[config.mk]
export PLATFORM = sky130hd
export DESIGN_NAME = c2c_rd_arbiter_flat
export DESIGN_NICKNAME = d
export VERILOG_FILES = /design/src/rtl/c2c_rd_arbiter_if.sv /design/src/rtl/c2c_rd_arbiter.sv /design/src/flat_wrapper.sv
export SDC_FILE = /design/constraint.sdc
export NUM_CORES = 1
export LEC_CHECK = 0
export CAP_MARGIN = 20
export CORE_MARGIN = 4
export CORE_UTILIZATION = 39
export DETAILED_ROUTE_END_ITERATION = 8
export PLACE_DENSITY = 0.94
export SYNTH_ARGS = -nofsm -noshare
export SYNTH_HDL_FRONTEND = slang
export SYNTH_SLANG_ARGS = --single-unit
[constraint.sdc]
create_clock -name clk -period 3.29 [get_ports clk]
set_clock_uncertainty 0.2 [all_clocks]
set_input_delay 0.658 -clock clk [delete_from_list [all_inputs] [get_ports clk]]
set_output_delay 0.658 -clock clk [all_outputs]
set_load 0.02 [all_outputs]
[src/rtl/c2c_rd_arbiter_if.sv]
// c2c_rd_arbiter_if
// Bundles the two core read ports (instruction fetch, load) and the shared
// memory read port of the 2:1 read arbiter.
//   i_re/i_addr -> i_ack/i_data : instruction requester handshake
//   d_re/d_addr -> d_ack/d_data : data requester handshake
//   m_re/m_addr <- m_ack/m_data : shared memory read port
//   timeout                     : pulse on a watchdog-forced completion
// Modports:
//   master : environment side (requesters + memory) that drives requests and
//            memory responses.
//   slave  : the arbiter itself.
interface c2c_rd_arbiter_if #(
  parameter int XLEN = 32
);
  logic            i_re;
  logic [XLEN-1:0] i_addr;
  logic            i_ack;
  logic [XLEN-1:0] i_data;
  logic            d_re;
  logic [XLEN-1:0] d_addr;
  logic            d_ack;
  logic [XLEN-1:0] d_data;
  logic            m_re;
  logic [XLEN-1:0] m_addr;
  logic            m_ack;
  logic [XLEN-1:0] m_data;
  logic            timeout;

  modport master (
    output i_re, i_addr, d_re, d_addr, m_ack, m_data,
    input  i_ack, i_data, d_ack, d_data, m_re, m_addr, timeout
  );

  modport slave (
    input  i_re, i_addr, d_re, d_addr, m_ack, m_data,
    output i_ack, i_data, d_ack, d_data, m_re, m_addr, timeout
  );
endinterface

[src/rtl/c2c_rd_arbiter.sv]
// c2c_rd_arbiter
// Two-to-one read arbiter sharing one memory read port between the core's
// instruction-fetch and load read ports. One transaction is granted at a
// time; the granted address is registered, the memory response is routed
// back to the winner with zero added latency, and a watchdog forces
// completion (ack with zero data plus a timeout pulse) after TIMEOUT grant
// cycles without m_ack (TIMEOUT = 0 disables the watchdog).
// Ports:
//   clk     : clock, rising edge
//   reset_n : asynchronous active-low reset
//   bus     : c2c_rd_arbiter_if.slave (requester and memory handshakes)
// Parameters: XLEN (address/data width), TIMEOUT (watchdog limit).
// Optional feature: define C2C_RR_ARB_EN for round-robin priority in IDLE
// (a last-served bit favours the other requester); otherwise data has fixed
// priority over instruction.
module c2c_rd_arbiter #(
  parameter int XLEN    = 32,
  parameter int TIMEOUT = 255
) (
  input logic             clk,
  input logic             reset_n,
  c2c_rd_arbiter_if.slave bus
);

  // Counter is sized to hold TIMEOUT; keep at least one bit when disabled.
  localparam int            CW      = (TIMEOUT > 0) ? $clog2(TIMEOUT + 1) : 1;
  localparam bit            WD_EN   = (TIMEOUT > 0);
  localparam logic [CW-1:0] WD_LAST = WD_EN ? CW'(TIMEOUT - 1) : {CW{1'b0}};
  localparam logic [CW-1:0] CNT_MAX = {CW{1'b1}};

  typedef enum logic [1:0] {
    IDLE    = 2'd0,
    GRANT_D = 2'd1,
    GRANT_I = 2'd2
  } state_t;

  state_t          state_r;
  state_t          state_s;
  logic [XLEN-1:0] addr_r;
  logic [CW-1:0]   cnt_r;

  logic            load_d_s;
  logic            load_i_s;
  logic            wd_hit_s;
  logic            done_s;
  logic            forced_s;
  logic            prefer_d_s;
  logic            m_re_s;
  logic [XLEN-1:0] m_addr_s;
  logic            i_ack_s;
  logic [XLEN-1:0] i_data_s;
  logic            d_ack_s;
  logic [XLEN-1:0] d_data_s;
  logic            timeout_s;

`ifdef C2C_RR_ARB_EN
  // 1 = instruction was served last, so data is favoured next.
  logic last_i_r;

  // Last-served register: flips to the requester completed this cycle.
  always_ff @(posedge clk or negedge reset_n) begin
    if (!reset_n) begin
      last_i_r <= 1'b1;
    end else if (done_s && (state_r == GRANT_D)) begin
      last_i_r <= 1'b0;
    end else if (done_s && (state_r == GRANT_I)) begin
      last_i_r <= 1'b1;
    end else begin
      last_i_r <= last_i_r;
    end
  end

  // Round-robin tie-break in IDLE.
  always_comb begin
    prefer_d_s = last_i_r;
  end
`else
  // Fixed tie-break in IDLE: data before instruction.
  always_comb begin
    prefer_d_s = 1'b1;
  end
`endif

  // State register.
  always_ff @(posedge clk or negedge reset_n) begin
    if (!reset_n) begin
      state_r <= IDLE;
    end else begin
      state_r <= state_s;
    end
  end

  // Next-state, grant handoff and combinational ack routing.
  always_comb begin
    state_s   = state_r;
    load_d_s  = 1'b0;
    load_i_s  = 1'b0;
    m_re_s    = 1'b0;
    m_addr_s  = {XLEN{1'b0}};
    i_ack_s   = 1'b0;
    i_data_s  = {XLEN{1'b0}};
    d_ack_s   = 1'b0;
    d_data_s  = {XLEN{1'b0}};
    timeout_s = 1'b0;
    wd_hit_s  = WD_EN && (cnt_r == WD_LAST);
    done_s    = bus.m_ack || wd_hit_s;
    // A real memory ack on the last watchdog cycle wins over the timeout.
    forced_s  = !bus.m_ack && wd_hit_s;

    case (state_r)
      IDLE: begin
        if (bus.d_re && (!bus.i_re || prefer_d_s)) begin
          state_s  = GRANT_D;
          load_d_s = 1'b1;
        end else if (bus.i_re) begin
          state_s  = GRANT_I;
          load_i_s = 1'b1;
        end else begin
          state_s = IDLE;
        end
      end
      GRANT_D: begin
        m_re_s   = 1'b1;
        m_addr_s = addr_r;
        if (done_s) begin
          d_ack_s   = 1'b1;
          d_data_s  = forced_s ? {XLEN{1'b0}} : bus.m_data;
          timeout_s = forced_s;
          // d_re is stale here; only the other side can take the next grant.
          if (bus.i_re) begin
            state_s  = GRANT_I;
            load_i_s = 1'b1;
          end else begin
            state_s = IDLE;
          end
        end else begin
          state_s = GRANT_D;
        end
      end
      GRANT_I: begin
        m_re_s   = 1'b1;
        m_addr_s = addr_r;
        if (done_s) begin
          i_ack_s   = 1'b1;
          i_data_s  = forced_s ? {XLEN{1'b0}} : bus.m_data;
          timeout_s = forced_s;
          if (bus.d_re) begin
            state_s  = GRANT_D;
            load_d_s = 1'b1;
          end else begin
            state_s = IDLE;
          end
        end else begin
          state_s = GRANT_I;
        end
      end
      default: begin
        state_s = IDLE;
      end
    endcase
  end

  // Granted address latch; loaded only when a grant is issued.
  always_ff @(posedge clk or negedge reset_n) begin
    if (!reset_n) begin
      addr_r <= {XLEN{1'b0}};
    end else if (load_d_s) begin
      addr_r <= bus.d_addr;
    end else if (load_i_s) begin
      addr_r <= bus.i_addr;
    end else begin
      addr_r <= addr_r;
    end
  end

  // Watchdog counter: zero in IDLE and after every completion (so a handoff
  // starts the next grant at 0), saturating while waiting.
  always_ff @(posedge clk or negedge reset_n) begin
    if (!reset_n) begin
      cnt_r <= {CW{1'b0}};
    end else if ((state_r == IDLE) || done_s) begin
      cnt_r <= {CW{1'b0}};
    end else if (cnt_r != CNT_MAX) begin
      cnt_r <= cnt_r + CW'(1);
    end else begin
      cnt_r <= cnt_r;
    end
  end

  assign bus.m_re    = m_re_s;
  assign bus.m_addr  = m_addr_s;
  assign bus.i_ack   = i_ack_s;
  assign bus.i_data  = i_data_s;
  assign bus.d_ack   = d_ack_s;
  assign bus.d_data  = d_data_s;
  assign bus.timeout = timeout_s;

endmodule

[src/flat_wrapper.sv]
// flat-port wrapper written by rule: the top's interface ports become plain ports
module c2c_rd_arbiter_flat 
#(
  parameter int XLEN    = 32,
  parameter int TIMEOUT = 255
)
  (clk, reset_n, bus_i_re, bus_i_addr, bus_d_re, bus_d_addr, bus_m_ack, bus_m_data, bus_i_ack, bus_i_data, bus_d_ack, bus_d_data, bus_m_re, bus_m_addr, bus_timeout);
  c2c_rd_arbiter_if #(.XLEN(XLEN)) bus_i ();
  input logic clk;
  input logic reset_n;
  input wire logic [$bits(bus_i.i_re)-1:0] bus_i_re;
  input wire logic [$bits(bus_i.i_addr)-1:0] bus_i_addr;
  input wire logic [$bits(bus_i.d_re)-1:0] bus_d_re;
  input wire logic [$bits(bus_i.d_addr)-1:0] bus_d_addr;
  input wire logic [$bits(bus_i.m_ack)-1:0] bus_m_ack;
  input wire logic [$bits(bus_i.m_data)-1:0] bus_m_data;
  output wire logic [$bits(bus_i.i_ack)-1:0] bus_i_ack;
  output wire logic [$bits(bus_i.i_data)-1:0] bus_i_data;
  output wire logic [$bits(bus_i.d_ack)-1:0] bus_d_ack;
  output wire logic [$bits(bus_i.d_data)-1:0] bus_d_data;
  output wire logic [$bits(bus_i.m_re)-1:0] bus_m_re;
  output wire logic [$bits(bus_i.m_addr)-1:0] bus_m_addr;
  output wire logic [$bits(bus_i.timeout)-1:0] bus_timeout;
  assign bus_i.i_re = bus_i_re;
  assign bus_i.i_addr = bus_i_addr;
  assign bus_i.d_re = bus_d_re;
  assign bus_i.d_addr = bus_d_addr;
  assign bus_i.m_ack = bus_m_ack;
  assign bus_i.m_data = bus_m_data;
  assign bus_i_ack = bus_i.i_ack;
  assign bus_i_data = bus_i.i_data;
  assign bus_d_ack = bus_i.d_ack;
  assign bus_d_data = bus_i.d_data;
  assign bus_m_re = bus_i.m_re;
  assign bus_m_addr = bus_i.m_addr;
  assign bus_timeout = bus_i.timeout;
  c2c_rd_arbiter #(.XLEN(XLEN), .TIMEOUT(TIMEOUT)) u_core (.clk(clk), .reset_n(reset_n), .bus(bus_i));
endmodule
==> impl_metrics.tcl, run 1 <==
set metrics [dict create \
    rsz0062_at_grt "false" \
    cts_tree "done" \
    grt_max_degree 69 \
    synth_top_family_by_area "compound AO/OA/AOI/OAI gates" \
    post_route_cells_drive_above_1_share_pct 5.10 \
    rrSetupSlack_ns 0.40 \
    clockRootBuffer "clkbuf_8" \
    fmax_ghz 0.318 \
    placeableCoreArea_um2 7370 \
    track_usage_pct 25.1 \
    portBuffers 200 \
    power_density_nw_per_um2 816 \
    synth_xor_area_share_pct 0.580 \
    ys_ff_latch 42 \
    final_max_slew_viol_count 0 \
    power_frac_seq_pct 20.2 \
    start_kind "flip-flop" \
    setup_tns_ns 0 \
    syn_avg_cell_area_um2 9.01 \
    synth_compound_area_share_pct 28.7 \
    grt_pass1_wl_mm 18.1 \
    p_sw_share_pct 43.6 \
    rows 31 \
    area_delta_synth_final_pct 70.7 \
    cp.arrival_ns 2.29 \
    syn_area_um2 3020 \
    routed_via_density 5.69 \
    place_congestion 0.916 \
    cp_max_fo 26 \
    async_flop_share_pct 100 \
    cts_hold_buffers 0 \
    layout.nets 616 \
    num_vias 3466 \
    yosys_warnings 0 \
    synth_seq_area_share_pct 34.8 \
    syn_nets 442 \
    synthTopCellsByCount "65 x and3_1, 42 x dfrtp_1, 32 x a2bb2oi_1, 32 x a32oi_1, 32 x and2_1" \
    status "finished, final reports clean" \
    synth_edf_count 0 \
    finalCriticalPeriod_ns 3.15 \
    cpMaxStageDelayCell "clkdlybuf4s50_1" \
    grt.overflow.total 0 \
    synth_fa_ha_area_share_pct 2.49 \
    r2r_cells 7 \
    post_drt_wl_per_cell_um 19.5 \
    critical_path.top_delay_family "buffers and inverters" \
    worst_pin_slew_ns 0.999 \
    ant_nets 0 \
    combPwrFrac_pct 67.7 \
    h-tree-depth 2 \
    numCtsBuffers 5 \
    synth_mux_area_share_pct 0 \
    cp-end-kind "primary output" \
    cp_num_buf_inv 3 \
    hold_class "primary input to asynchronous set/reset pin" \
    cell_internal_pwr_mw 2.37 \
    r2r-end "u_core.addr_r[8]" \
    dieArea_um2 9210 \
    crit_chain "inv_1 > ha_1 > buf_4 > and3_1 > clkdlybuf4s50_1" \
    cts_buffer_depth 2 \
    required_ns 2.43 \
    yosysUniqueCellTypes 37 \
    routed_wl_mm 11.9 \
    synth_top_area_share_pct 34.8 \
    synth_area_leaders "dfrtp_1 35%, and3_1 13%, a2bb2oi_1 9.3%" \
    cts_setup_buffers 0 \
    drt-initial-drc-count 218 \
    maxCapViolations 0 \
    clock_latency_ns 0.29 \
    syn-instance-count 335 \
    hpwl_mm 8.52 \
    p_leak_nw 2.17 \
    p_clk_share_pct 12.1 \
    stdcell_area_um2 5150 \
    r2r_start "u_core.state_r[1]" \
    cts_resized 0 \
    diodes 0 \
    firstDrtPassIters 4 \
    final_hold_viol_count 0 \
    synth_ff_type "dfrtp_1" \
    initial_utilization_pct 41.0 \
    grt_pass1_vias 3410 \
    placed_cell_area_um2 5010 \
    cts_num_sinks 42 \
    io_pins 201 \
    holdWs_ns 0.302 \
    critical_path_class "flip-flop to primary output" \
    synth_most_common_cell "and3_1" \
    yosys.area_share.simple_pct 25.8 \
    slew_headroom_pct 33.4 \
    synth_top_cell_by_area "dfrtp_1" \
    drc 0 \
    vdd_ir_drop_max_uv 417 \
    p_sw_mw 1.83 \
    die_y_um 96.0 \
    min_period_over_period_pct 95.6 \
    critical_path.max_stage_delay_ns 0.62 \
    crit_start "u_core.state_r[1]" \
    grt_antenna_before_repair 1 \
    cts.clk_slew.worst_paths_ns 0.09 \
    finalSetupViolations 0 \
    die_x_um 96.0 \
]
## area by class of cell
cell class / count / area (um^2)
Clock inverter: 2 / 60.1
Inverter: 5 / 18.8
Timing Repair Buffer: 209 / 2080
Fill cell: 591 / 2220
Tap cell: 99 / 124
Multi-Input combinational cell: 246 / 1740
Sequential cell: 42 / 1050
Clock buffer: 6 / 82.6
## worst max-delay path by stage
| stage | end | slack (ns) | cells after the start |
|---|---|---|---|
| floorplan | bus_timeout | 1.01 | 3 |
| detailed placement | bus_d_ack | 0.17 | 5 |
| global placement | bus_d_ack | 0.22 | 5 |
| finish | bus_d_data[13] | 0.14 | 5 |
| global route | bus_d_data[13] | 0.02 | 5 |
| CTS | bus_i_ack | 0.16 | 5 |
## metal layers
metal	share of wire [%]	global-route usage, %	vias up	wire length, um
met5	0.10	0	-	12
met4	1.6	6.40	2	191
met3	6.8	3.91	19	810
met2	52	43.6	149	6170
met1	40	32.6	1668	4720
li1	-	-	1628	-
## power groups by stage
stage | clock (mW) | combinational, mW | sequential (mW)
finish | 0.509 | 2.85 | 0.849
floorplan | 0 | 1.69 | 0.817
global placement | 0 | 2.79 | 0.833
detailed placement | 0 | 2.85 | 0.856
CTS | 0.518 | 2.86 | 0.844
global route | 0.538 | 3.05 | 0.874
## kinds of logic after synthesis
family	after synthesis
DFF	42
xor gates and xnor gates	2
adders and majority gates	6
AOI/OAI and AO/OA	112
buffers and inverters	47
and+or+nand+nor	126
## cells in the final DEF, fill, tap and decap left out, types with 3 or more instances in the layout
cell type / Yosys / final
clkdlybuf4s50_1: 0 / 199
and3_1: 65 / 65
dfrtp_1: 42 / 42
and2_1: 32 / 32
a32oi_1: 32 / 32
a2bb2oi_1: 32 / 32
o21ai_0: 29 / 29
buf_4: 0 / 8
nor2_1: 7 / 7
ha_1: 6 / 6
clkbuf_8: 0 / 6
nand4_1: 5 / 5
nand2_1: 5 / 5
o21ai_1: 5 / 5
inv_1: 4 / 4
a21oi_1: 3 / 3
nand3_1: 3 / 3
## registers in the layout, indices dropped and copies added, names as in the netlist
register        count
u_core.addr_r      32
u_core.state_r      2
u_core.cnt_r        8
## per-stage QoR
step,instances,util (%),worst slack [ns],power (mW)
2_1_floorplan,335,-,1.01,2.51
3_3_place_gp,601,68.0,0.222,3.62
3_5_place_dp,601,68.0,0.167,3.71
4_1_cts,609,69.9,0.157,4.22
5_1_grt,609,69.9,0.0204,4.46
6_report,609,69.9,0.145,4.20
(Power assumes the default switching activity.)
==> run 2, diff against run 1 <==
--- a/config.mk
+++ b/config.mk
@@ -9,6 +9,7 @@
 export CORE_MARGIN = 4
 export CORE_UTILIZATION = 39
 export DETAILED_ROUTE_END_ITERATION = 8
+export GPL_TIMING_DRIVEN = 0
 export PLACE_DENSITY = 0.94
 export SYNTH_ARGS = -nofsm -noshare
 export SYNTH_HDL_FRONTEND = slang
==> run 2 against run 1 <==
Clock power down 32%. First-iteration DRC count fell by 17%. Sequential share of layout area decreased by 0.12 points. Worst hold slack got worse by 0.23 ns. Maximum frequency shrank 0.29%. Cell area is 0.58% higher. Register-to-register slack improved by 0.71 ns. Setup slack worse by 0.0092 ns. Non-clock buffer count increased by 31. Global-route usage increased by 0.85 points. Sequential cell count did not move. Critical path type is now primary input to primary output.
==> impl_metrics.tcl, run 2 (same netlist as run 1, synthesis figures left out) <==
set metrics [dict create \
    status "finished, final reports clean" \
    cp_max_fo 10 \
    rsz0062_at_grt "false" \
    power_density_nw_per_um2 792 \
    final_cell_mix "147 x clkdlybuf4s50_1, 65 x and3_1, 50 x dlygate4sd2_1" \
    critical_path_class "primary input to primary output" \
    hpwl_mm 9.57 \
    clock_latency_ns 0.29 \
    hold_class "primary input to asynchronous set/reset pin" \
    ant_nets 0 \
    dieArea_um2 9210 \
    track_usage_pct 26.0 \
    worst_pin_slew_ns 0.530 \
    post_route_cells_drive_above_1_share_pct 9.43 \
    drc 0 \
    io_pins 201 \
    grt_antenna_before_repair 0 \
    area_delta_synth_final_pct 71.7 \
    cts_num_sinks 42 \
    setup_tns_ns 0 \
    stdcell_count 640 \
    h-tree-depth 2 \
    r2r_start "u_core.state_r[1]" \
    largest_reg_flops 32 \
    cts_hold_buffers 0 \
    finalSetupViolations 0 \
    place_congestion 0.929 \
    post_drt_wl_per_cell_um 19.4 \
    initial_utilization_pct 41.0 \
    firstDrtPassIters 4 \
    diodes 0 \
    min_period_over_period_pct 95.9 \
    cp-end-kind "primary output" \
    placeableCoreArea_um2 7370 \
    die_y_um 96.0 \
    finalCriticalPeriod_ns 3.15 \
    rows 31 \
    num_vias 3635 \
    n_fill_cell 632 \
    cts.clk_slew.worst_paths_ns 0.08 \
    grt_pass1_wl_mm 18.7 \
    clockRootBuffer "clkbuf_8" \
    grt_pass1_vias 3499 \
    cts_tree "done" \
    reg_top3 "u_core.addr_r x32, u_core.cnt_r x8, u_core.state_r x2" \
    routed_wl_mm 12.4 \
    die_x_um 96.0 \
    routed_via_density 5.68 \
    layout.nets 647 \
    final_max_slew_viol_count 0 \
    portBuffers 198 \
    numCtsBuffers 5 \
    grt_max_degree 28 \
    vdd_ir_drop_max_uv 409 \
    slew_headroom_pct 64.7 \
    p_leak_nw 2.48 \
    largest_register "u_core.addr_r" \
    drt-initial-drc-count 181 \
    maxCapViolations 0 \
    final_common_cell "clkdlybuf4s50_1" \
    required_ns 2.43 \
    crit_start "bus_m_ack" \
    cts_buffer_depth 2 \
    fmax_ghz 0.317 \
    grt.overflow.total 0 \
    dp_cells 633 \
    cp.arrival_ns 2.30 \
    place_ws_ns -0.346 \
    final_hold_viol_count 0 \
    cts_setup_buffers 0 \
    layout_setup_ws_ns 0.136 \
    start_kind "primary input" \
    rrSetupSlack_ns 1.11 \
    utilization_pct 70.3 \
]
-- run 2: cell types whose count changed in the layout (fill, tap and decap cells not counted), moves of 8 or more --
cell	before	now
clkdlybuf4s50_1	199	147
dlygate4sd2_1	0	50
buf_2	1	16
clkbuf_2	0	14
buf_4	8	0
clkbuf_1	0	8
-- run 2: worst max-delay path: stages --
cell	delay, ns
clkdlybuf4s50_1	0.59
clkbuf_4	0.24
and3_1	0.16
clkdlybuf4s50_1	0.64
-- run 2: what timing repair did --
item                       CTS  global route
resized for setup           57            12
setup endpoints to repair   50            39
pin swaps                    0             0
-- run 2: path summary, 6_finish.rpt --
kind	endpoint	depth (start not counted)
hold / removal	u_core.addr_r[25]	1
setup reg to reg	u_core.addr_r[15]	7
hold reg to reg	u_core.addr_r[31]	2
min in group clk	u_core.addr_r[31]	2
max in group asynchronous	u_core.cnt_r[5]	2
setup / recovery	bus_i_data[31]	4
-- run 2: power by group --
group / leakage, nW / switching [mW] / total [mW] / internal, mW
registers: 0.501 / 0.103 / 0.842 / 0.739
clock network: 0.0482 / 0.177 / 0.346 / 0.170
logic: 1.93 / 1.59 / 2.91 / 1.33
-- run 2: metrics by stage --
stage	total power, mW	hold slack, ns	cell area, um^2
finish	4.10	0.0760	5180
global route	4.36	0.103	5180
CTS	4.09	0.0816	5180
detailed placement	3.79	0.328	5140
global placement	3.70	0.322	5120
floorplan	2.51	0.162	3020
-- run 2: layout make-up --
class | count | area [um^2] | area share (%)
Buffer | 41 | 224 | 4.32
Clock buffer | 7 | 86.3 | 1.67
Sequential cell | 42 | 1050 | 20.3
Tap cell | 99 | 124 | 2.39
Inverter | 5 | 18.8 | 0.362
Timing Repair Buffer | 199 | 1930 | 37.3
Clock inverter | 1 | 5.00 | 0.0966
Multi-Input combinational cell | 246 | 1740 | 33.5
-- run 2: layer usage --
metal	GRT usage [%]	vias to the layer above	share of wire (%)
li1	-	1692	-
met1	34.5	1775	41
met2	44.2	153	51
met3	5.32	15	6.7
met4	4.50	0	1.1
met5	0	-	0
==> run 3, diff against run 2 <==
--- a/config.mk
+++ b/config.mk
@@ -7,10 +7,11 @@
 export LEC_CHECK = 0
 export CAP_MARGIN = 20
 export CORE_MARGIN = 4
-export CORE_UTILIZATION = 39
+export CORE_UTILIZATION = 60
 export DETAILED_ROUTE_END_ITERATION = 8
+export DONT_BUFFER_PORTS = 1
 export GPL_TIMING_DRIVEN = 0
-export PLACE_DENSITY = 0.94
+export PLACE_DENSITY = 0.83
 export SYNTH_ARGS = -nofsm -noshare
 export SYNTH_HDL_FRONTEND = slang
 export SYNTH_SLANG_ARGS = --single-unit
==> run 3 against run 2 <==
The flow now finishes with violations (negative hold slack). Worst hold slack got worse by 0.079 ns. Critical endpoint is now bus_m_addr[1]. Clock power is 22% higher. Cell count decreased by 36%. Critical path type is now flip-flop to primary output. Largest cell class is now multi-input combinational cells. Highest routed layer unchanged.
==> impl_metrics.tcl, run 3 (same netlist as run 1, synthesis figures left out) <==
set metrics [dict create \
    drt-initial-drc-count 207 \
    final_hold_viol_count 8 \
    largest_register "u_core.addr_r" \
    post_route_cells_drive_above_1_share_pct 11.1 \
    io_pins 201 \
    cp.arrival_ns 1.99 \
    numCtsBuffers 5 \
    rsz0062_at_grt "false" \
    utilization_pct 67.6 \
    die_y_um 78.9 \
    final_cell_mix "65 x and3_1, 42 x dfrtp_1, 32 x and2_1, 32 x a32oi_1, 32 x a2bb2oi_1" \
    seq_area_um2 1050 \
    crit_start "u_core.state_r[0]" \
    stdcell_count 410 \
    track_usage_pct 28.7 \
    grt_max_degree 43 \
    routed_via_density 7.03 \
    layout_setup_ws_ns 0.439 \
    finalCriticalPeriod_ns 2.85 \
    largest_reg_flops 32 \
    clock_latency_ns 0.29 \
    worst_pin_slew_ns 0.666 \
    cts_tree "done" \
    diodes 0 \
    routed_wl_mm 9.20 \
    initial_utilization_pct 63.1 \
    portBuffers 0 \
    maxCapViolations 0 \
    status "finished with violations" \
    slew_headroom_pct 55.5 \
    start_kind "flip-flop" \
    area_delta_synth_final_pct 7.17 \
    finalSetupViolations 0 \
    dieArea_um2 6230 \
    grt_pass1_vias 2767 \
    num_vias 2882 \
    place_ws_ns 0.737 \
    cp_max_fo 10 \
    reg_top3 "u_core.addr_r x32, u_core.cnt_r x8, u_core.state_r x2" \
    placeableCoreArea_um2 4790 \
    cp-end-kind "primary output" \
    h-tree-depth 2 \
    post_drt_wl_per_cell_um 22.4 \
    cts_resized 0 \
    setup_tns_ns 0 \
    cts_buffer_depth 2 \
    cts.clk_slew.worst_paths_ns 0.08 \
    ant_nets 0 \
    cts_num_sinks 42 \
    dp_cells 402 \
    min_period_over_period_pct 86.6 \
    holdWs_ns -0.00344 \
    power_density_nw_per_um2 1030 \
    clockRootBuffer "clkbuf_8" \
    place_congestion 0.804 \
    final_common_cell "and3_1" \
    drc 0 \
    critical_path_class "flip-flop to primary output" \
    violations "negative hold slack" \
    r2r_start "u_core.state_r[0]" \
    grt.overflow.total 0 \
    layout.nets 450 \
    grt_pass1_wl_mm 14.4 \
    grt_antenna_before_repair 0 \
    required_ns 2.43 \
    die_x_um 78.9 \
    final_max_slew_viol_count 0 \
    hold_class "primary input to asynchronous set/reset pin" \
    vdd_ir_drop_max_uv 484 \
    hpwl_mm 6.71 \
    p_leak_nw 1.50 \
    firstDrtPassIters 4 \
    n_fill_cell 420 \
    fmax_ghz 0.351 \
    rows 25 \
    multiInputGateArea_um2 1740 \
]
==> run 3: critical path, stage by stage (launching register included) <==
cell,delay [ns]
dfrtp_1,0.39
inv_1,0.07
ha_1,0.55
clkbuf_1,0.35
and2_1,0.33
==> run 3: stage by stage <==
step                      area, um^2  power, mW
after floorplan                 3020       2.51
after global placement          3100       2.83
after detailed placement        3100       2.87
after CTS                       3230       3.31
after global routing            3230       3.55
final                           3230       3.32
==> run 3: timing repair <==
item	in CTS	in global routing
endpoints found under the hold margin	42	0
buffers inserted	0	0
hold buffers	1	0
==> run 3: cell type report <==
cell class              count  share of cell area, %
clock inverters             1                  0.928
repair buffers              1                  0.619
clock buffers               6                   2.55
inverters                   5                  0.580
flip-flops and latches     42                   32.5
plain buffers              42                   6.50
well taps                  67                   2.59
multi-input cells         246                   53.7
==> run 3: worst paths after layout <==
| check | to | slack (ns) | cells after the start |
|---|---|---|---|
| worst min-delay path | u_core.addr_r[16] | -0.003 | 1 |
| min in group clk | u_core.addr_r[5] | 0.32 | 1 |
| worst max-delay path | bus_m_addr[1] | 0.44 | 4 |
| worst min register to register | u_core.addr_r[5] | 0.34 | 2 |
| max in group asynchronous | u_core.cnt_r[5] | 2.67 | 1 |
| worst max register to register | u_core.addr_r[24] | 1.05 | 8 |
==> run 3: metal layers <==
layer	GRT usage, %	wire length [um]	vias up
met3	8.50	919	19
met5	0	0	-
li1	-	-	1297
met1	40.6	3780	1418
met4	7.56	185	0
met2	43.0	4310	148
==> run 3: power breakdown <==
part | total (mW) | leakage [nW] | switching [mW] | internal [mW]
clock network | 0.423 | 0.0573 | 0.180 | 0.243
registers | 0.839 | 0.501 | 0.100 | 0.739
logic | 2.05 | 0.939 | 1.42 | 0.632
